**config.mk**
```make
export PLATFORM = sky130hd
export DESIGN_NAME = rx_read_arbiter_flat
export DESIGN_NICKNAME = d
export VERILOG_FILES = /design/src/rtl/rx_read_arbiter_if.sv /design/src/rtl/rx_read_arbiter.sv /design/src/flat_wrapper.sv
export SDC_FILE = /design/constraint.sdc
export NUM_CORES = 1
export LEC_CHECK = 0
export ABC_CLOCK_PERIOD_IN_PS = 2150
export CORE_ASPECT_RATIO = 1.5
export CORE_UTILIZATION = 46
export DETAILED_ROUTE_END_ITERATION = 8
export PLACE_DENSITY = 0.79
export SYNTH_ARGS = -nofsm -noshare
export SYNTH_HDL_FRONTEND = slang
export SYNTH_SLANG_ARGS = --single-unit
```
**constraint.sdc**
```tcl
create_clock -name clk -period 2.15 [get_ports clk]
set_input_delay 0.43 -clock clk [delete_from_list [all_inputs] [get_ports clk]]
set_output_delay 0.43 -clock clk [all_outputs]
set_load 0.1 [all_outputs]
```
**src/rtl/rx_read_arbiter_if.sv**
```systemverilog
// Bundle of RX FIFO read-port and consumer-side signals for rx_read_arbiter.
// master: the arbiter; slave: the FIFO plus consumers around it.
interface rx_read_arbiter_if #(
  parameter int unsigned DATA_WIDTH = 8,
  parameter int unsigned NUM_REQ    = 4
);
  localparam int unsigned IdW = $clog2(NUM_REQ);

  logic                  fifo_empty;
  logic [DATA_WIDTH-1:0] fifo_data;
  logic                  fifo_rd_en;
  logic [NUM_REQ-1:0]    req;
  logic [NUM_REQ-1:0]    out_ready;
  logic [DATA_WIDTH-1:0] out_data;
  logic                  out_valid;
  logic [IdW-1:0]        out_id;
  logic                  drop_pulse;

  modport master (
    input  fifo_empty, fifo_data, req, out_ready,
    output fifo_rd_en, out_data, out_valid, out_id, drop_pulse
  );

  modport slave (
    output fifo_empty, fifo_data, req, out_ready,
    input  fifo_rd_en, out_data, out_valid, out_id, drop_pulse
  );
endinterface

```
**src/rtl/rx_read_arbiter.sv**
```systemverilog
// Round-robin arbiter sharing one RX FIFO read port among NUM_REQ consumers, in bursts.
// Optional HOLD timeout with byte drop is enabled by defining RX_ARB_TIMEOUT_EN.
module rx_read_arbiter #(
  parameter int unsigned DATA_WIDTH     = 8,
  parameter int unsigned NUM_REQ        = 4,
  parameter int unsigned BURST_MAX      = 4,
  parameter int unsigned TIMEOUT_CYCLES = 255
) (
  input  logic                clk,
  input  logic                rst_n,
  rx_read_arbiter_if.master   bus
);

  localparam int unsigned IdW    = $clog2(NUM_REQ);
  localparam int unsigned BurstW = $clog2(BURST_MAX + 1);
  localparam logic [BurstW-1:0] BurstMax = BurstW'(BURST_MAX);
  localparam logic [IdW-1:0]    LastIdx  = IdW'(NUM_REQ - 1);

  if (NUM_REQ < 2 || NUM_REQ > 8) begin : g_bad_num_req
    $error("rx_read_arbiter: NUM_REQ must be in 2..8");
  end
  if (BURST_MAX < 1 || TIMEOUT_CYCLES < 1) begin : g_bad_limits
    $error("rx_read_arbiter: BURST_MAX and TIMEOUT_CYCLES must be at least 1");
  end

  typedef enum logic [1:0] {StIdle, StRead, StWait, StHold} state_e;

  state_e                r_state, w_state_next;
  logic [IdW-1:0]        r_out_id, r_last, w_winner;
  logic [BurstW-1:0]     r_burst, w_burst_inc;
  logic [DATA_WIDTH-1:0] r_out_data;
  logic                  r_out_valid;
  logic                  w_grant, w_xfer, w_continue, w_timeout;

  // Round-robin search starting one past the last granted index.
  always_comb begin
    logic        found;
    int unsigned idx;
    found    = 1'b0;
    idx      = 0;
    w_winner = '0;
    for (int unsigned i = 1; i <= NUM_REQ; i++) begin
      idx = (32'(r_last) + i) % NUM_REQ;
      if (!found && bus.req[idx]) begin
        found    = 1'b1;
        w_winner = IdW'(idx);
      end
    end
  end

  assign w_grant     = (r_state == StIdle) && (|bus.req) && !bus.fifo_empty;
  assign w_xfer      = (r_state == StHold) && r_out_valid && bus.out_ready[r_out_id];
  assign w_burst_inc = r_burst + BurstW'(1);
  assign w_continue  = bus.req[r_out_id] && !bus.fifo_empty && (w_burst_inc < BurstMax);

`ifdef RX_ARB_TIMEOUT_EN
  localparam int unsigned TmoW = $clog2(TIMEOUT_CYCLES + 1);
  localparam logic [TmoW-1:0] TmoLast = TmoW'(TIMEOUT_CYCLES - 1);

  logic [TmoW-1:0] r_tmo_cnt;
  logic            r_drop;

  // Counts completed HOLD cycles; restarts whenever the FSM leaves HOLD.
  assign w_timeout = (r_state == StHold) && !w_xfer && (r_tmo_cnt == TmoLast);

  always_ff @(posedge clk or negedge rst_n) begin
    if (!rst_n) begin
      r_tmo_cnt <= '0;
      r_drop    <= 1'b0;
    end else begin
      r_drop <= w_timeout;
      if (r_state != StHold) begin
        r_tmo_cnt <= '0;
      end else if (!w_timeout) begin
        r_tmo_cnt <= r_tmo_cnt + TmoW'(1);
      end
    end
  end

  assign bus.drop_pulse = r_drop;
`else
  assign w_timeout      = 1'b0;
  assign bus.drop_pulse = 1'b0;
`endif

  always_ff @(posedge clk or negedge rst_n) begin
    if (!rst_n) begin
      r_state <= StIdle;
    end else begin
      r_state <= w_state_next;
    end
  end

  always_comb begin
    w_state_next = r_state;
    unique case (r_state)
      StIdle: if (w_grant) w_state_next = StRead;
      StRead: if (!bus.fifo_empty) w_state_next = StWait;
      StWait: w_state_next = StHold;
      StHold: begin
        if (w_xfer) begin
          w_state_next = w_continue ? StRead : StIdle;
        end else if (w_timeout) begin
          w_state_next = StIdle;
        end
      end
      default: w_state_next = StIdle;
    endcase
  end

  always_comb begin
    bus.fifo_rd_en = (r_state == StRead) && !bus.fifo_empty;
    bus.out_data   = r_out_data;
    bus.out_valid  = r_out_valid;
    bus.out_id     = r_out_id;
  end

  // Reset value of r_last makes index 0 the first winner.
  always_ff @(posedge clk or negedge rst_n) begin
    if (!rst_n) begin
      r_out_id    <= '0;
      r_last      <= LastIdx;
      r_burst     <= '0;
      r_out_data  <= '0;
      r_out_valid <= 1'b0;
    end else begin
      if (w_grant) begin
        r_out_id <= w_winner;
        r_burst  <= '0;
      end
      if (r_state == StWait) begin
        r_out_data  <= bus.fifo_data;
        r_out_valid <= 1'b1;
      end
      if (w_xfer) begin
        r_out_valid <= 1'b0;
        r_burst     <= w_burst_inc;
        if (!w_continue) begin
          r_last <= r_out_id;
        end
      end else if (w_timeout) begin
        r_out_valid <= 1'b0;
        r_last      <= r_out_id;
      end
    end
  end

endmodule

```
**src/flat_wrapper.sv**
```systemverilog
// flat-port wrapper written by rule: the top's interface ports become plain ports
module rx_read_arbiter_flat 
#(
  parameter int unsigned DATA_WIDTH     = 8,
  parameter int unsigned NUM_REQ        = 4,
  parameter int unsigned BURST_MAX      = 4,
  parameter int unsigned TIMEOUT_CYCLES = 255
)
  (clk, rst_n, bus_fifo_empty, bus_fifo_data, bus_req, bus_out_ready, bus_fifo_rd_en, bus_out_data, bus_out_valid, bus_out_id, bus_drop_pulse);
  rx_read_arbiter_if #(.DATA_WIDTH(DATA_WIDTH), .NUM_REQ(NUM_REQ)) bus_i ();
  input  logic clk;
  input  logic rst_n;
  input wire logic [$bits(bus_i.fifo_empty)-1:0] bus_fifo_empty;
  input wire logic [$bits(bus_i.fifo_data)-1:0] bus_fifo_data;
  input wire logic [$bits(bus_i.req)-1:0] bus_req;
  input wire logic [$bits(bus_i.out_ready)-1:0] bus_out_ready;
  output wire logic [$bits(bus_i.fifo_rd_en)-1:0] bus_fifo_rd_en;
  output wire logic [$bits(bus_i.out_data)-1:0] bus_out_data;
  output wire logic [$bits(bus_i.out_valid)-1:0] bus_out_valid;
  output wire logic [$bits(bus_i.out_id)-1:0] bus_out_id;
  output wire logic [$bits(bus_i.drop_pulse)-1:0] bus_drop_pulse;
  assign bus_i.fifo_empty = bus_fifo_empty;
  assign bus_i.fifo_data = bus_fifo_data;
  assign bus_i.req = bus_req;
  assign bus_i.out_ready = bus_out_ready;
  assign bus_fifo_rd_en = bus_i.fifo_rd_en;
  assign bus_out_data = bus_i.out_data;
  assign bus_out_valid = bus_i.out_valid;
  assign bus_out_id = bus_i.out_id;
  assign bus_drop_pulse = bus_i.drop_pulse;
  rx_read_arbiter #(.DATA_WIDTH(DATA_WIDTH), .NUM_REQ(NUM_REQ), .BURST_MAX(BURST_MAX), .TIMEOUT_CYCLES(TIMEOUT_CYCLES)) u_core (.clk(clk), .rst_n(rst_n), .bus(bus_i));
endmodule
```
==> results of run 1 <==
[layout make-up]
cell class | instances | share of cell area, %
Sequential cell | 18 | 32.4
Tap cell | 22 | 1.96
Multi-Input combinational cell | 61 | 39.7
Inverter | 6 | 1.61
Clock buffer | 4 | 2.59
Timing Repair Buffer | 33 | 21.8
[cells in the mapped netlist, drive strengths merged, types with 3 or more instances]
cell	number	area, um^2
inv	6	22.5
o21ai	5	28.8
nor2	4	15.0
a21oi	5	25.0
mux2i	4	52.6
nor3b	3	33.8
ha	6	75.1
mux2	13	150
nand2	4	15.0
dfrtp	16	400
[worst max-delay path by stage]
stage	to	from	cells after the start	slack [ns]
2_1_floorplan	u_core.r_state[1]$_DFFE_PN0P_	u_core.bus.out_id[1]$_DFFE_PN0P_	4	0.09
3_3_place_gp	u_core.r_state[1]$_DFFE_PN0P_	bus_req[2]	5	-0.04
3_5_place_dp	u_core.r_state[1]$_DFFE_PN0P_	bus_req[2]	5	-0.09
4_1_cts	u_core.r_state[1]$_DFFE_PN0P_	bus_req[2]	5	0.22
5_1_grt	u_core.r_state[1]$_DFFE_PN0P_	bus_req[2]	5	0.15
6_report	u_core.r_state[1]$_DFFE_PN0P_	bus_req[2]	5	0.21
[per-layer routing]
metal  up-vias  wire [um]  track usage [%]
li1        376          -                -
met1       387        768             17.7
met2        28       1150             37.5
met3         2         95             4.09
met4         0         10             8.57
met5         -          0                0
[per-stage QoR]
step                      instances  utilization [%]  cell area, um^2  setup TNS, ns
final                           144             67.5             1400              0
after global routing            144             67.5             1400              0
after CTS                       144             67.5             1400              0
after detailed placement        140             65.8             1370        -0.0900
after global placement          140             65.8             1370        -0.0408
after floorplan                  87                -             1040              0
[registers in the layout, summed over array words and instances (netlist names)]
| name | cells |
|---|---|
| u_core.r_burst | 3 |
| u_core.bus.out_valid | 1 |
| u_core.bus.out_id | 2 |
| u_core.r_last | 2 |
| u_core.bus.out_data | 8 |
| u_core.r_state | 2 |
[cell families after synthesis]
family | synth area share [%]
buffers and inverters | 3.24
adder cells (fa/ha/maj) | 7.21
AND/OR/NAND/NOR | 10.8
AO/OA/AOI/OAI | 12.0
multiplexers | 22.0
other | 0.360
flip-flops | 43.5
XOR/XNOR | 0.841
[worst max-delay path: stages]
cell and delay, ns:
clkdlybuf4s50_1 0.46, or4_4 0.57, o21ai_2 0.16, o21bai_1 0.15, mux2_1 0.34
==> flow_summary.toml, run 1 <==
[timing]
slew-limit-headroom_pct = 65.1
grt_setup_unrepaired = "no"
setup_viol = 0
min_period_ns = 1.94
layout_setup_ws_ns = 0.210
min_period_over_period_pct = 90.2
drv_slew = 0
fmax_ghz = 0.515
fin_skew_ns = 0.00166
worst_slew_pin_slew_ns = 0.521
hold_ws_ns = 0.478
hold_viol_final = 0

[drt]
via_count = 793
via_per_inst = 5.51
drt_wl_total_mm = 2.03
drtPass1Iterations = 4
drtAntennaViolNets = 0
drtIter0Drc = 2
wl_per_cell_um = 14.1
drc = 0

[cells_and_area]
n_fill_cell = 165
layout-drive-gt1-share_pct = 32.8
multi_input_comb_area_um2 = 557
area_growth_pct = 34.7
seq_area_um2 = 454
fin_nets = 148
antenna_cells = 0
final_common_cell = "clkdlybuf4s50_1"
layout_common_cells = "18 x clkdlybuf4s50_1, 15 x dfrtp_1, 14 x buf_4, 9 x mux2_2"

[clocking]
clock_latency_ns = 0.28
cts_sinks = 18
cts_buffers = 3
ctsHoldBuffers = 0
post_cts_buffers = 0
cts-resized-gates = 0
clock_path_buffers = 2
cts_root_buf = "clkbuf_4"
cts.clk_slew.worst_paths_ns = 0.10
tritoncts = "yes"
cts.htree.levels = 1

[worst_hold_path]
hp-class = "in -> async"

[die]
die-area_um2 = 2460
initial_core_util_pct = 50.1
ios = 32
coreArea_um2 = 2080
die_h_um = 60.3
placement_rows = 20
die_w_um = 40.8

[critical_path]
worst_ep_arrival_time_ns = 2.11
reg2reg_to = "u_core.r_state[1]$_DFFE_PN0P_"
end_kind = "flip-flop"
reg2reg_from = "u_core.r_state[1]$_DFFE_PN0P_"
worstRegToRegCells = 5
worstPathMaxFanout = 4
critPathRequiredTime_ns = 2.32
reg2reg_slack_ns = 0.47
critPathLaunchType = "input pin"
path_class = "in -> reg"

[synthesis]
synth-edff-count = 0
ys_async_sr_fraction_pct = 100
syn_inst = 87
synth_flop_cell = "dfrtp_1"
syn_avg_cell_area_um2 = 12.0
ys_ff_latch = 18
netlist_area_um2 = 1040
synth.yosys.seq_area_share_pct = 43.5
synth.distinct_cells = 34
syn-num-nets = 112
yosys_warnings = 0

[status]
outcome = "finished, final reports clean"

[placed_design]
place_ws_ns = -0.0900
place_congestion = 0.760
dpl.hpwl_mm = 1.68
port-buffer-count = 30

[global_routing]
grt-ovfl-total = 0
grt_pass1_wl_mm = 3.26
grt_max_degree = 12
antenna_found_initial = 0
grtUsageTotal_pct = 19.6
grt_pass1_vias = 849

[job]
maxCapViolations = 0
Power of run 1 is left out: the tool's default activity adds up to more than one toggle a clock period on the data nets, which glitch-free logic cannot reach.
==> inputs of run 2 (changes only) <==
--- a/config.mk
+++ b/config.mk
@@ -10,6 +10,7 @@
 export CORE_UTILIZATION = 46
 export DETAILED_ROUTE_END_ITERATION = 8
 export PLACE_DENSITY = 0.79
+export RECOVER_POWER = 50
 export SYNTH_ARGS = -nofsm -noshare
 export SYNTH_HDL_FRONTEND = slang
 export SYNTH_SLANG_ARGS = --single-unit
==> run 2 against run 1 <==
Sequential share of layout area grew 0.44 points. Setup slack lost 0.00062 ns. Sequential cell count is the same. Final cell count is the same. Critical endpoint unchanged.
==> flow_summary.toml, run 2 (synthesis results as in run 1) <==
[status]
outcome = "finished, final reports clean"

[placed_design]
place_congestion = 0.760
dpl.hpwl_mm = 1.68
port-buffer-count = 30

[cells_and_area]
final_common_cell = "clkdlybuf4s50_1"
area_growth_pct = 32.9
largest_reg_flops = 8
layout-drive-gt1-share_pct = 32.0
layout_common_cells = "17 x clkdlybuf4s50_1, 15 x dfrtp_1, 9 x mux2_2, 7 x buf_4"
final_core_util_pct = 66.6
antenna_cells = 0
seq_area_um2 = 454
n_fill_cell = 168
fin_nets = 148
multi_input_comb_area_um2 = 557

[timing]
min_period_ns = 1.94
min_period_over_period_pct = 90.3
hold_viol_final = 0
slew-limit-headroom_pct = 63.9
tns_ns = 0
drv_slew = 0
setup_viol = 0
grt_setup_unrepaired = "no"
fin_skew_ns = 0.00198
worst_slew_pin_slew_ns = 0.544
fmax_ghz = 0.515

[drt]
via_count = 791
drc = 0
wl_per_cell_um = 14.1
drtPass1Iterations = 4
drt_wl_total_mm = 2.03
via_per_inst = 5.49
drtIter0Drc = 2
drtAntennaViolNets = 0

[critical_path]
cp_cell_sequence = "clkdlybuf4s50_1, or4_4, o21ai_2, o21bai_1, mux2_1"
end_kind = "flip-flop"
cp_slowest_cell = "or4_4"
reg2reg_from = "u_core.r_state[1]$_DFFE_PN0P_"
path_class = "in -> reg"
slowest_delay_ns = 0.57
critPathRequiredTime_ns = 2.32
reg2reg_slack_ns = 0.47
critPathLaunchType = "input pin"
worstRegToRegCells = 5
worstPathMaxFanout = 4
worst_ep_arrival_time_ns = 2.11
reg2reg_to = "u_core.r_state[1]$_DFFE_PN0P_"

[worst_hold_path]
whs_endpoint = "u_core.bus.out_data[1]$_DFFE_PN0P_"
worstHoldStart = "u_core.bus.out_data[1]$_DFFE_PN0P_"
hold_depth = 1
hp-class = "reg -> reg"

[clocking]
post_cts_buffers = 0
cts_buffers = 3
cts-resized-gates = 0
cts_sinks = 18
ctsHoldBuffers = 0
clock_path_buffers = 2
cts.htree.levels = 1
tritoncts = "yes"
cts.clk_slew.worst_paths_ns = 0.10
cts_root_buf = "clkbuf_4"
clock_latency_ns = 0.28

[die]
placement_rows = 20
die_h_um = 60.3
ios = 32
coreArea_um2 = 2080
initial_core_util_pct = 50.1
die_w_um = 40.8
die-area_um2 = 2460

[global_routing]
grt_pass1_wl_mm = 3.26
grt-ovfl-total = 0
grt_pass1_vias = 849
grtUsageTotal_pct = 19.6
antenna_found_initial = 0
grt_max_degree = 12

[job]
maxCapViolations = 0
==> run 2: per-layer routing <==
layer	track usage (%)	wire [um]	vias up
met5	0	0	-
met1	17.7	759	385
li1	-	-	376
met2	37.5	1150	28
met4	8.57	10	0
met3	4.09	104	2
==> run 2: area by class of cell <==
type / instances / share of cell area, %
clock buffer: 4 / 2.62
timing repair buffer: 33 / 20.7
sequential: 18 / 32.8
inverter: 6 / 1.63
tap: 22 / 1.99
multi-input combinational: 61 / 40.2
==> run 2: stage by stage <==
step / cells / hold slack (ns) / setup slack, ns / cell area, um^2
5_1_grt: 144 / 0.548 / 0.154 / 1380
2_1_floorplan: 87 / 0.134 / 0.0877 / 1040
3_5_place_dp: 140 / 0.500 / -0.0900 / 1370
3_3_place_gp: 140 / 0.495 / -0.0408 / 1370
6_report: 144 / 0.518 / 0.209 / 1380
4_1_cts: 144 / 0.475 / 0.224 / 1400
==> run 2: worst max-delay path by stage <==
stage                                     startpoint                       endpoint  slack (ns)  depth (start not counted)
global route                              bus_req[2]  u_core.r_state[1]$_DFFE_PN0P_        0.15                          5
floorplan           u_core.bus.out_id[1]$_DFFE_PN0P_  u_core.r_state[1]$_DFFE_PN0P_        0.09                          4
detailed placement                        bus_req[2]  u_core.r_state[1]$_DFFE_PN0P_       -0.09                          5
CTS                                       bus_req[2]  u_core.r_state[1]$_DFFE_PN0P_        0.22                          5
global placement                          bus_req[2]  u_core.r_state[1]$_DFFE_PN0P_       -0.04                          5
finish                                    bus_req[2]  u_core.r_state[1]$_DFFE_PN0P_        0.21                          5
==> run 2: critical path: cells and delay by family <==
| kind | cells | cell delay, ns |
|---|---|---|
| and+or+nand+nor | 1 | 0.57 |
| buffers and inverters | 1 | 0.46 |
| muxes | 1 | 0.34 |
| AOI/OAI and AO/OA | 2 | 0.31 |
Power of run 2 is left out for the same reason.
==> inputs of run 3 (changes only) <==
--- a/config.mk
+++ b/config.mk
@@ -6,7 +6,6 @@
 export NUM_CORES = 1
 export LEC_CHECK = 0
 export ABC_CLOCK_PERIOD_IN_PS = 2150
-export CORE_ASPECT_RATIO = 1.5
 export CORE_UTILIZATION = 46
 export DETAILED_ROUTE_END_ITERATION = 8
 export PLACE_DENSITY = 0.79
==> constraint.sdc (replaced) <==
create_clock -name clk -period 2.15 [get_ports clk]
set_input_delay 0.3225 -clock clk [delete_from_list [all_inputs] [get_ports clk]]
set_output_delay 0.3225 -clock clk [all_outputs]
set_load 0.1 [all_outputs]
==> run 3 against run 2 <==
Via count is 2.3% lower. Global-route usage is 2.2 points lower. Final cell count is 3.5% higher. Design area is 0.36% higher. Sequential share of layout area is 0.12 points lower. Register-to-register slack hardly changed.
==> flow_summary.toml, run 3 (synthesis results as in run 1) <==
[timing]
min_period_ns = 1.82
tns_ns = 0
worst_slew_pin_slew_ns = 1.16
fin_skew_ns = 0.00868
slew-limit-headroom_pct = 23.2
fmax_ghz = 0.549
hold_ws_ns = 0.516
grt_setup_unrepaired = "no"
layout_setup_ws_ns = 0.328
drv_slew = 0
min_period_over_period_pct = 84.7
setup_viol = 0
hold_viol_final = 0

[die]
placement_rows = 16
ios = 32
die_h_um = 49.6
die_w_um = 49.6
die-area_um2 = 2460
coreArea_um2 = 2040
initial_core_util_pct = 51.0

[drt]
drtIter0Drc = 8
drt_wl_total_mm = 1.83
via_per_inst = 5.19
wl_per_cell_um = 12.3
via_count = 773
drtAntennaViolNets = 0
drtPass1Iterations = 4
drc = 0

[clocking]
cts_root_buf = "clkbuf_4"
cts.clk_slew.worst_paths_ns = 0.09
clock_latency_ns = 0.29
cts_buffers = 3
tritoncts = "yes"
cts-resized-gates = 0
cts_sinks = 18
cts.htree.levels = 1
post_cts_buffers = 0
clock_path_buffers = 2
ctsHoldBuffers = 0

[critical_path]
worstRegToRegCells = 5
crit_start = "bus_req[0]"
cp_slowest_cell = "or4_4"
critPathRequiredTime_ns = 2.32
reg2reg_from = "u_core.r_state[1]$_DFFE_PN0P_"
critPathLaunchType = "input pin"
worstPathMaxFanout = 5
reg2reg_to = "u_core.r_state[1]$_DFFE_PN0P_"
worst_ep_arrival_time_ns = 1.99
end_kind = "flip-flop"
worst-path-buf-inv = 1
cp_cell_sequence = "clkdlybuf4s50_1, or4_4, o21ai_2, o21bai_1, mux2_1"
path_depth = 5
endpoint = "u_core.r_state[1]$_DFFE_PN0P_"
path_class = "in -> reg"
cp_top_family = "simple AND/OR/NAND/NOR gates"
slowest_delay_ns = 0.52
reg2reg_slack_ns = 0.47

[global_routing]
grt_max_degree = 19
grt_pass1_wl_mm = 3.29
use_met1_pct = 23.3
antenna_found_initial = 0
grtUsageMet2_pct = 27.7
top_usage_layer = "met2"
grt-ovfl-total = 0
use_met3_pct = 4.94
grt_pass1_vias = 749
grtUsageTotal_pct = 17.4

[cells_and_area]
fin_nets = 148
layout-drive-gt1-share_pct = 31.1
area_growth_pct = 33.4
antenna_cells = 0
final_common_cell = "clkdlybuf4s50_1"
layout_common_cells = "17 x clkdlybuf4s50_1, 15 x dfrtp_1, 9 x mux2_2, 7 x buf_4"
n_fill_cell = 163
largest_reg_flops = 8
final_core_util_pct = 68.0

[placed_design]
port-buffer-count = 30
dpl.hpwl_mm = 1.47
place_congestion = 0.765
place_ws_ns = 0.0253

[worst_hold_path]
hp-class = "reg -> reg"
hold_depth = 1

[job]
maxCapViolations = 0

[status]
outcome = "finished, final reports clean"
-- run 3: how the worst min path moves through the flow --
| stage | start | endpoint |
|---|---|---|
| after floorplan | rst_n | u_core.bus.out_data[0]$_DFFE_PN0P_ |
| final | u_core.bus.out_data[1]$_DFFE_PN0P_ | u_core.bus.out_data[1]$_DFFE_PN0P_ |
| after detailed placement | u_core.bus.out_data[6]$_DFFE_PN0P_ | u_core.bus.out_data[6]$_DFFE_PN0P_ |
| after CTS | rst_n | u_core.bus.out_data[7]$_DFFE_PN0P_ |
| after global placement | u_core.bus.out_data[6]$_DFFE_PN0P_ | u_core.bus.out_data[6]$_DFFE_PN0P_ |
| after global routing | u_core.bus.out_data[1]$_DFFE_PN0P_ | u_core.bus.out_data[1]$_DFFE_PN0P_ |
-- run 3: through the flow --
step	cell area (um^2)	std cells
6_report	1390	149
5_1_grt	1390	149
4_1_cts	1410	149
3_5_place_dp	1370	145
3_3_place_gp	1370	145
2_1_floorplan	1040	87
-- run 3: area by class of cell --
type                    count  area, um^2  area share [%]
clock buffers               4        36.3            2.61
inverters                   6        22.5            1.62
multi-input cells          61         557            40.1
flip-flops and latches     18         454            32.7
well taps                  27        33.8            2.43
repair buffers             33         285            20.5
-- run 3: metal layers --
| layer | up-vias | wire (um) | part of all wire [%] |
|---|---|---|---|
| met1 | 370 | 849 | 46 |
| li1 | 377 | - | - |
| met5 | - | 0 | 0 |
| met4 | 0 | 0 | 0 |
| met2 | 26 | 860 | 47 |
| met3 | 0 | 119 | 6.5 |
-- run 3: worst register-to-register path, stage by stage, from the launching register on --
cell and delay [ns]:
dfrtp_1 0.41, ha_1 0.24, nand3_1 0.13, o22ai_4 0.31, o21bai_1 0.14, mux2_1 0.33
Power of run 3 is left out for the same reason.
